--- src/rtl/pipeline_to_pulse_if.sv ---
// Handshake bundle between a ready/valid producer, the pulse wrapper and the
// non-pipelined module it drives.
interface pipeline_to_pulse_if #(
  parameter int WORD_WIDTH = 8
);
  logic                  valid_in;
  logic                  ready_in;
  logic [WORD_WIDTH-1:0] data_in;
  logic [WORD_WIDTH-1:0] module_data_in;
  logic                  module_data_in_valid;
  logic                  module_ready;
  logic                  busy;

  modport slave (
    input  valid_in, data_in, module_ready,
    output ready_in, module_data_in, module_data_in_valid, busy
  );

  modport master (
    output valid_in, data_in, module_ready,
    input  ready_in, module_data_in, module_data_in_valid, busy
  );
endinterface

--- src/rtl/pipeline_to_pulse.sv ---
// Converts a ready/valid input stream into one-cycle start pulses for a module
// with initiation interval > 1, holding each issued word until module_ready.
module pipeline_to_pulse #(
  parameter int WORD_WIDTH = 8
) (
  input  logic              clock,
  input  logic              clear,
  pipeline_to_pulse_if.slave bus
);

  localparam logic [0:0] IDLE = 1'b0;
  localparam logic [0:0] BUSY = 1'b1;

  logic [WORD_WIDTH-1:0] buf_mem [0:1];
  logic                  wr_ptr_reg;
  logic                  rd_ptr_reg;
  logic [1:0]            count_reg;
  logic [1:0]            count_next;
  logic [0:0]            state_reg;
  logic [0:0]            state_next;
  logic                  ready_reg;
  logic                  pulse_reg;
  logic [WORD_WIDTH-1:0] data_reg;

  logic head_valid;
  logic push;
  logic issue;

  // Issue looks only at the registered buffer, so a word never bypasses it.
  assign head_valid = (count_reg != 2'd0);
  assign push       = bus.valid_in && ready_reg;
  assign issue      = head_valid && ((state_reg == IDLE) || bus.module_ready);

  always_comb begin
    count_next = count_reg + {1'b0, push} - {1'b0, issue};
  end

  always_comb begin
    state_next = state_reg;
    if (issue) begin
      state_next = BUSY;
    end else if ((state_reg == BUSY) && bus.module_ready) begin
      state_next = IDLE;
    end
  end

  // Storage carries no reset; validity is tracked by count_reg alone.
  always_ff @(posedge clock) begin
    if (push) begin
      buf_mem[wr_ptr_reg] <= bus.data_in;
    end
  end

  always_ff @(posedge clock or posedge clear) begin
    if (clear) begin
      wr_ptr_reg <= 1'b0;
      rd_ptr_reg <= 1'b0;
      count_reg  <= 2'd0;
      state_reg  <= IDLE;
      ready_reg  <= 1'b0;
      pulse_reg  <= 1'b0;
      data_reg   <= '0;
    end else begin
      count_reg <= count_next;
      state_reg <= state_next;
      ready_reg <= (count_next < 2'd2);
      pulse_reg <= issue;
      if (push) begin
        wr_ptr_reg <= ~wr_ptr_reg;
      end
      if (issue) begin
        data_reg   <= buf_mem[rd_ptr_reg];
        rd_ptr_reg <= ~rd_ptr_reg;
      end
    end
  end

  assign bus.ready_in             = ready_reg;
  assign bus.module_data_in       = data_reg;
  assign bus.module_data_in_valid = pulse_reg;
  assign bus.busy                 = (state_reg == BUSY);

endmodule

--- src/flat_wrapper.sv ---
// flat-port wrapper written by rule: the top's interface ports become plain ports
module pipeline_to_pulse_flat 
#(
  parameter int WORD_WIDTH = 8
)
  (clock, clear, bus_valid_in, bus_data_in, bus_module_ready, bus_ready_in, bus_module_data_in, bus_module_data_in_valid, bus_busy);
  pipeline_to_pulse_if #(.WORD_WIDTH(WORD_WIDTH)) bus_i ();
  input  logic clock;
  input  logic clear;
  input wire logic [$bits(bus_i.valid_in)-1:0] bus_valid_in;
  input wire logic [$bits(bus_i.data_in)-1:0] bus_data_in;
  input wire logic [$bits(bus_i.module_ready)-1:0] bus_module_ready;
  output wire logic [$bits(bus_i.ready_in)-1:0] bus_ready_in;
  output wire logic [$bits(bus_i.module_data_in)-1:0] bus_module_data_in;
  output wire logic [$bits(bus_i.module_data_in_valid)-1:0] bus_module_data_in_valid;
  output wire logic [$bits(bus_i.busy)-1:0] bus_busy;
  assign bus_i.valid_in = bus_valid_in;
  assign bus_i.data_in = bus_data_in;
  assign bus_i.module_ready = bus_module_ready;
  assign bus_ready_in = bus_i.ready_in;
  assign bus_module_data_in = bus_i.module_data_in;
  assign bus_module_data_in_valid = bus_i.module_data_in_valid;
  assign bus_busy = bus_i.busy;
  pipeline_to_pulse #(.WORD_WIDTH(WORD_WIDTH)) u_core (.clock(clock), .clear(clear), .bus(bus_i));
endmodule
--- config.mk ---
export PLATFORM = sky130hd
export DESIGN_NAME = pipeline_to_pulse_flat
export DESIGN_NICKNAME = d
export VERILOG_FILES = /design/src/rtl/pipeline_to_pulse_if.sv /design/src/rtl/pipeline_to_pulse.sv /design/src/flat_wrapper.sv
export SDC_FILE = /design/constraint.sdc
export NUM_CORES = 1
export LEC_CHECK = 0
export ABC_AREA = 1
export BUFFER_PORTS_ARGS = -buffer_cell sky130_fd_sc_hd__buf_2
export CELL_PAD_IN_SITES_DETAIL_PLACEMENT = 0
export CELL_PAD_IN_SITES_GLOBAL_PLACEMENT = 2
export CORE_ASPECT_RATIO = 0.75
export CORE_MARGIN = 4
export CORE_UTILIZATION = 30
export CTS_CLUSTER_DIAMETER = 200
export CTS_CLUSTER_SIZE = 8
export DETAILED_ROUTE_END_ITERATION = 10
export GPL_TIMING_DRIVEN = 1
export HOLD_SLACK_MARGIN = 0.06
export PLACE_DENSITY = 0.78
export SYNTH_ARGS = -nofsm -noshare
export SYNTH_HDL_FRONTEND = slang
export SYNTH_SLANG_ARGS = --single-unit
--- constraint.sdc ---
create_clock -name clock -period 1.4 [get_ports clock]
set_input_delay 0.21 -clock clock [delete_from_list [all_inputs] [get_ports clock]]
set_output_delay 0.21 -clock clock [all_outputs]
set_load 0.01 [all_outputs]
=== Word-level counts from Yosys, hierarchy flattened ===
Memory sizes are Yosys's and may differ from the RTL's. A register that Yosys moved wholly into a read port is not among the register bits.
Index checks and enable logic that the tools add are counted.

* Output and inout bits: 11
* Logic and storage cells: 23
* Register bits: 7
* Bits of input ports: 12
* Memories: 1
* Memory bits (writable): 16

{| class="wikitable"
|+ Memory list
! memory !! depth !! bits a word !! read ports !! clocked after Yosys merged registers in !! wr ports !! line !! RTL
|-
| u_core.buf_mem || 2 || 8 || 1 || 1 || 1 || pipeline_to_pulse.sv:14 || <nowiki>logic [WORD_WIDTH-1:0] buf_mem [0:1];</nowiki>
|}

* Reduce and logical (&&, ||, !) cells: 6
* Bitwise gates (word level): 3
* Add/sub/neg operators: 2
* Multiplexer cells: 4
* Order comparisons: 1

{| class="wikitable"
|+ Operator list
! kind !! count
|-
| 1-bit two-way mux || 4
|-
| 2-bit nonzero test || 2
|-
| 1-bit logical AND || 3
|-
| 1-bit NOT || 3
|-
| 2-bit by 1-bit adder with 2-bit output || 1
|-
| 2-bit less-than comparator (second input constant) || 1
|-
| 2-bit by 1-bit subtractor with 2-bit output || 1
|-
| 1-bit logical OR || 1
|}

=== Depth between registers and ports, before layout ===
Gate-level depths: netlist of the first run.

* Depth after elaboration: 5
* Gate-level depth with buffers: 9
* Mapped depth without buffers: 9

=== Least setup slack after synthesis of the first run ===
OpenSTA, ideal clock, no wires.

* Path kind: reg2reg
* From: register u_core.state_reg (netlist: u_core.bus.busy)
* To: register u_core.count_reg[1]
* Cell stages (with the launch flop): 10
* Setup slack: -0.068 ns
* Data arrival time: 1.352 ns
* Buffers on the path: 0
* Path through: dfrtp_1 > inv_1 > nor2_2 > nor2_8 > ha_1 > inv_1 > ha_1 > inv_1 > nand3_1 > nand2_1

* Word-level cells in the longest chain between the ends: 4

{| class="wikitable"
|+ RTL lines
! what !! line !! RTL
|-
| from (decl) || pipeline_to_pulse.sv:19 || <nowiki>logic [0:0] state_reg;</nowiki>
|-
| from (signal assigned) || pipeline_to_pulse.sv:65 || <nowiki>state_reg <= state_next;</nowiki>
|-
| 1-bit NOT || pipeline_to_pulse.sv:32 || <nowiki>assign issue = head_valid && ((state_reg == IDLE) || bus.module_ready);</nowiki>
|-
| 1-bit logical OR || pipeline_to_pulse.sv:32 ||
|-
| 1-bit logical AND || pipeline_to_pulse.sv:32 ||
|-
| net u_core.issue || pipeline_to_pulse.sv:27 || <nowiki>logic issue;</nowiki>
|-
| 2-bit by 1-bit subtractor with 2-bit output || pipeline_to_pulse.sv:35 || <nowiki>count_next = count_reg + {1'b0, push} - {1'b0, issue};</nowiki>
|-
| net u_core.count_next[1] || pipeline_to_pulse.sv:18 || <nowiki>logic [1:0] count_next;</nowiki>
|-
| to (signal assigned) || pipeline_to_pulse.sv:64 || <nowiki>count_reg <= count_next;</nowiki>
|-
| to (decl) || pipeline_to_pulse.sv:17 || <nowiki>logic [1:0] count_reg;</nowiki>
|}

The timed path passes the listed nets, and every way through them passes these cells.
A chain may end at the register's enable or synchronous reset.

=== Final worst setup path of the first run ===
* From: register u_core.count_reg[1]
* To: register u_core.count_reg[1]

* Word-level cells in the longest chain between the ends: 3
* Elaborated cells on any way between the ends: 4

{| class="wikitable"
|+ RTL lines
! what !! line !! RTL
|-
| 2-bit nonzero test || pipeline_to_pulse.sv:30 || <nowiki>assign head_valid = (count_reg != 2'd0);</nowiki>
|-
| 1-bit logical AND || pipeline_to_pulse.sv:32 ||
|-
| net u_core.issue || pipeline_to_pulse.sv:27 ||
|-
| 2-bit by 1-bit subtractor with 2-bit output || pipeline_to_pulse.sv:35 ||
|-
| net u_core.count_next[1] || pipeline_to_pulse.sv:18 ||
|}

The timed path passes the listed nets, and every way through them passes these cells.

==> summary.md, run 1 <==
| Metric | Value |
|---|---|
| R2r setup slk | 0.08 ns |
| WS Path Type | flip-flop to flip-flop |
| Setup total negative slack | 0 ns |
| Initial cell density of the core | 0.325 |
| FF-to-FF Start | u_core.count_reg[1] |
| Post-Synthesis Cells | 116 |
| Skew final | 0.00265 ns |
| Worst Reg-to-Reg Cells | 8 |
| Max stage delay cell, worst path | dfrtp_1 |
| Fin crit share | 0.944 |
| Max Freq | between 700 and 800 MHz |
| CTS Buf Count | 5 |
| Synth Cell Area | 0.00124 mm2 |
| Rel. slew slack | 0.596 |
| Num ports | 23 |
| DRC viols | 0 |
| Final wirelength | approximately 2.4 mm |
| Hold depth | 1 |
| Area Growth Syn to Fin | 26.4% |
| Clk root buf | clkbuf_8 |
| Yosys cell types | 14 |
| Leak | 0.765 nW |
| Sequential fraction of the synthesis area | 0.689 |
| Footprint of the multi-input gates | 372 um2 |
| Site Rows | 19 |
| Commonest non-fill, non-tap cell in the layout | nand2_1 |
| Worst vdd ir | ~0.9 mV |
| Fillers | 389 |
| N_diodes | 0 |
| Final setup viols | 0 |
| First-pass GRT wire length | just under 4 mm |
| CTS tree | built |
| CP required | 1.57 ns |
| Clock sinks | 31 |
| Area post-placement | 0.00145 mm2 |
| Register bit total from synthesis | 31 |
| Min-delay src | bus_data_in[4] |
| Synth warn | 0 |
| Critical path cell sequence | nor2_4 > nor2_8 > ha_4 > inv_2 > ha_4 > inv_2 > nand3_1 > nand2_1 |
| Antenna Nets Post-Route | 0 |
| Max-Cap Viols | 0 |
| Fin area | 0.00157 mm2 |
| Largest net degree at the start of global routing | 16 |
| Layout Nets | 162 |
| DIE WIDTH | 82.3 um |
| Grt ovf | 0 |
| Drt first-iter violations | 21 |
| Most frequent cells in the layout | nand2_1 (60), buf_2 (22), edfxtp_1 (16) |
| Worst slew pin tran | 0.605 ns |
| Router iterations before antenna repair | 4 |
| Via density | 3.99 |
| Die area | 0.00525 mm2 |
| Tot GR Track Use | 0.105 |
| Worst min path class | input pin to flip-flop |
| Initial antenna violation count | 0 |
| Die Span Y | ~64 um |
| Routed vias | 802 |
| Clock Path Buffers | 2 |
| Worst hold endpoint | u_core.buf_mem[0][4] |
| Min Hold Slack | 0.119 ns |
| Largest stage delay on the critical path | approximately 0.42 ns |
| H-tree Lvls | 2 |
| Cell Pwr Density | 2130 mW/mm2 |
| Gpl congestion | approximately 0.65 |
| Core ar. | 0.00383 mm2 |
| Min Clock Period, post-route | 1.32 ns |
| Placed cell count | 192 |
| Layout cells sized above 1 | 0.295 |
| Yosys top cell by area | edfxtp_1 |
| Largest register FFs | 16 |
| Average wire per standard cell | 12.0 um |
| RSZ-0062 raised after global routing | no |
| Final Hold Vio Count | 0 |
| Post-DP HPWL | between 1.5 and 2 mm |
| Number of global-route vias before repair | 875 |
| Post-CTS setup buffer count | 0 |
| Worst-path clk slew | 0.06 ns |
| Worst EP arrival | 1.49 ns |
| Sequential cell area | roughly 860 um2 |
| Clock latency on the worst-skew pair | approximately 0.28 ns |
| Syn Area/Cell | 10.7 um2 |
| Mapped Nets | 130 |
| Final number of max-transition violations | 0 |
| RR Endpoint | u_core.count_reg[1] |
| Crit-path max FO | 3 |
| Post-synth top area share | 0.387 |
| CP startpoint kind | flip-flop |
| Status | finished clean |
| Crit. End Element | flip-flop |
| Port Buffer Count | 22 |
| Finished Layout Cells | around 200 |
| Area contributors post-synth | edfxtp_1 (39%), dfrtp_1 (30%), nand2_1 (18%), inv_1 (3.0%), ha_1 (2.0%) |
==> logic make-up after synthesis <==
kind of cell             Yosys count  synth area share
XOR/XNOR                           1           0.00705
adder cells (fa/ha/maj)            2            0.0201
buffers and inverters             12            0.0443
flip-flops                        31             0.689
AND/OR/NAND/NOR                   70             0.240
==> Yosys cell counts <==
cell	n
nor2_2	2
buf_6	1
nand2_2	1
nand2_4	1
xor2_1	1
nand3_1	3
dfrtp_1	15
edfxtp_1	16
ha_1	2
nor2_8	1
nor2_1	2
inv_4	1
nand2_1	60
inv_1	10
==> layout make-up <==
type / instances / share of cell area
tap: 52 / 0.0414
timing repair buffer: 26 / 0.0908
clock inverter: 1 / 0.00319
multi-input combinational: 73 / 0.237
sequential: 31 / 0.545
clock buffer: 7 / 0.0550
inverter: 11 / 0.0279
==> layer usage <==
layer  up-vias  track usage  part of all wire
met3         5       0.0421             0.053
met5         -            0                 0
li1        425            -                 -
met2        17        0.165              0.45
met4         0       0.0560             0.018
met1       355        0.122              0.48
==> per-stage QoR <==
step	setup slack, ns	power [mW]	util
3_5_place_dp	0.0381	2.61	0.380
6_report	0.0784	3.34	0.410
3_3_place_gp	0.0603	2.57	0.380
5_1_grt	0.0211	3.62	0.410
4_1_cts	0.0238	3.35	0.406
2_1_floorplan	0.00756	2.23	-
==> where the power goes <==
group	switching, mW	total [mW]	internal [mW]
sequential	0.188	1.45	1.26
combinational	0.719	1.17	0.453
clock	0.319	0.715	0.396
total	1.23	3.34	2.11
==> critical path, delay by kind of cell, from the launching register on <==
kind                     cells  cell delay [ns]
adder cells (fa/ha/maj)      2             0.37
buffers and inverters        2             0.10
flip-flops                   1             0.42
AND/OR/NAND/NOR              4             0.34
==> worst max-delay path by stage <==
stage / startpoint / end / slack [ns] / depth (start not counted)
CTS: u_core.bus.busy / u_core.count_reg[1] / 0.02 / 9
detailed placement: u_core.bus.busy / u_core.count_reg[1] / 0.04 / 9
floorplan: u_core.bus.busy / u_core.count_reg[1] / 0.008 / 9
global placement: u_core.bus.busy / u_core.count_reg[1] / 0.06 / 9
global route: u_core.count_reg[1] / u_core.count_reg[1] / 0.02 / 8
finish: u_core.count_reg[1] / u_core.count_reg[1] / 0.08 / 8
==> timing repair <==
item | CTS | global route
gates resized for setup | 0 | 4
hold endpoints to repair | 15 | 0
endpoints found under the setup margin | 0 | 2
hold buffers | 1 | 0
(Power assumes the default switching activity.)
==> run 2, diff against run 1 <==
Settings changed: PLACE_DENSITY 0.78 to unset, PLACE_DENSITY_LB_ADDON set to 0.1.
==> summary.md, run 2 (same netlist as run 1, synthesis figures left out) <==
| Metric | Value |
|---|---|
| Status | finished clean |
| Router iterations before antenna repair | 4 (unchanged) |
| Worst hold endpoint | u_core.buf_mem[0][5] |
| R2r setup slk | 0.08 ns (about the same) |
| Site Rows | 19 (unchanged) |
| Via density | 4.02 (+0.74%) |
| Worst min path class | input pin to flip-flop |
| Min Clock Period, post-route | 1.32 ns (+0.00286 ns) |
| Grt ovf | 0 (unchanged) |
| Largest register FFs | 16 (unchanged) |
| Footprint of the multi-input gates | 367 um2 (-1.3%) |
| Core ar. | 0.00383 mm2 (unchanged) |
| Final setup viols | 0 (unchanged) |
| CTS Buf Count | 5 (unchanged) |
| CTS tree | built |
| Final Hold Vio Count | 0 (unchanged) |
| WS Path Type | flip-flop to flip-flop |
| Min-delay src | bus_data_in[5] |
| Die Span Y | 63.7 um (unchanged) |
| Layout cells sized above 1 | 0.291 (-0.00391) |
| H-tree Lvls | 2 (unchanged) |
| CP required | 1.56 ns (about the same) |
| Most frequent cells in the layout | nand2_1 (60), buf_2 (22), edfxtp_1 (16) |
| Comb pwr share | 0.369 (+0.018) |
| Gpl congestion | 0.668 (+2.5%) |
| Clock latency on the worst-skew pair | 0.27 ns (about the same) |
| Routed vias | 816 (+1.7%) |
| RR Endpoint | u_core.bus.ready_in |
| N_diodes | 0 (unchanged) |
| Die area | 0.00525 mm2 (unchanged) |
| Sequential cell area | 856 um2 (unchanged) |
| Fin crit share | 0.946 (+0.00204) |
| Initial cell density of the core | 0.325 (unchanged) |
| Clock Path Buffers | 2 (unchanged) |
| Port Buffer Count | 22 (unchanged) |
| Clk root buf | clkbuf_8 |
| Initial antenna violation count | 0 (unchanged) |
| DRC viols | 0 (unchanged) |
| Clock power share | 0.194 (-0.020) |
| Layout Nets | 164 (+1.2%) |
| Hold depth | 1 (unchanged) |
| Sw frac | 0.364 (-0.00337) |
| Worst vdd ir | 0.814 mV (-7.9%) |
| Cell Int Power | 2.10 mW (-0.84%) |
| Final wirelength | 2.25 mm (-6.8%) |
| Reg power frac | 0.437 (+0.002) |
| Post-DP HPWL | 1.60 mm (-4.7%) |
| Min Hold Slack | 0.125 ns (+0.00564 ns) |
| Largest net degree at the start of global routing | 16 (unchanged) |
| Worst Reg-to-Reg Cells | 7 (-1) |
| Rel. slew slack | 0.595 (-0.000843) |
| Worst slew pin tran | 0.606 ns (+0.00126 ns) |
| Pwr Total | 3.29 mW (-1.4%) |
| Worst-path clk slew | 0.06 ns (about the same) |
| Num ports | 23 (unchanged) |
| Average wire per standard cell | 11.1 um (-7.7%) |
| Worst EP arrival | 1.49 ns (about the same) |
| Psw | 1.20 mW (-2.3%) |
| FF-to-FF Start | u_core.count_reg[1] |
| DIE WIDTH | 82.3 um (unchanged) |
| Antenna Nets Post-Route | 0 (unchanged) |
| Drt first-iter violations | 34 (+62%) |
| Crit. End Element | flip-flop |
| Crit-path max FO | 3 (unchanged) |
| First-pass GRT wire length | 3.77 mm (-4.7%) |
| Final number of max-transition violations | 0 (unchanged) |
| Leak | 0.768 nW (+0.38%) |
| CP startpoint kind | flip-flop |
| Max Freq | 755 MHz (-0.22%) |
| Area Growth Syn to Fin | 26.4% (unchanged) |
| Fillers | 407 (+4.6%) |
| Tot GR Track Use | 0.0994 (-0.00557) |
| Skew final | 0.00228 ns (-0.000363 ns) |
| Number of global-route vias before repair | 798 (-8.8%) |
| Cell Pwr Density | 2100 mW/mm2 (-1.4%) |
| Commonest non-fill, non-tap cell in the layout | nand2_1 |
| Max-Cap Viols | 0 (unchanged) |
| Clock sinks | 31 (unchanged) |
[run 2: cell types whose count changed in the layout (fill, tap and decap cells not counted), sizes merged]
cell    delta
clkbuf     -1
buf        +2
clkinv     +1
[run 2: repair_timing]
| item | 4_1_cts | 5_1_grt |
|---|---|---|
| hold endpoints to repair | 15 | 0 |
| gates resized for setup | 0 | 3 |
| endpoints found under the setup margin | 0 | 2 |
| setup buffers | 0 | 2 |
| hold buffers | 1 | 0 |
[run 2: how the worst max path moves through the flow]
| stage | start | end | slack, ns | cells past startpoint |
|---|---|---|---|---|
| global route | u_core.count_reg[1] | u_core.count_reg[1] | -0.003 | 8 |
| CTS | u_core.bus.busy | u_core.count_reg[1] | 0.01 | 9 |
| global placement | u_core.bus.busy | u_core.count_reg[1] | 0.05 | 9 |
| floorplan | u_core.bus.busy | u_core.count_reg[1] | 0.008 | 9 |
| finish | u_core.count_reg[1] | u_core.bus.ready_in | 0.08 | 7 |
| detailed placement | u_core.count_reg[0] | u_core.count_reg[1] | 0.02 | 8 |
[run 2: power groups by stage]
stage	Clock, mW	Combinational [mW]	Sequential [mW]
4_1_cts	0.665	1.17	1.45
2_1_floorplan	0	0.753	1.48
3_3_place_gp	0	1.14	1.46
6_report	0.638	1.22	1.44
3_5_place_dp	0	1.16	1.46
5_1_grt	0.713	1.40	1.48
[run 2: through the flow]
stage	instances	util	setup slack, ns	setup TNS (ns)	area, um2
after global routing	203	0.410	-0.00340	-0.00340	1570
after detailed placement	192	0.380	0.0215	0	1450
final	203	0.410	0.0756	0	1570
after CTS	201	0.404	0.0133	0	1550
after global placement	192	0.380	0.0531	0	1450
after floorplan	116	-	0.00756	0	1270
[run 2: metal layers]
layer  track usage  part of all wire  vias to the layer above
li1              -                 -                      424
met1         0.134              0.49                      373
met2         0.141              0.45                       17
met3        0.0421             0.056                        2
met4        0.0373            0.0049                        0
met5             0                 0                        -
[run 2: layout make-up]
cell class              instances  area share
clock buffers                   6      0.0462
clock inverters                 2     0.00558
inverters                      11      0.0279
multi-input cells              73       0.233
flip-flops and latches         31       0.545
well taps                      52      0.0414
repair buffers                 28       0.100
[run 2: critical path, stage by stage (launching register included)]
cell	delay, ns
dfrtp_1	0.41
nor2_4	0.19
nor2_8	0.05
ha_4	0.26
inv_2	0.04
ha_4	0.15
nand3_1	0.08
nand2_1	0.05
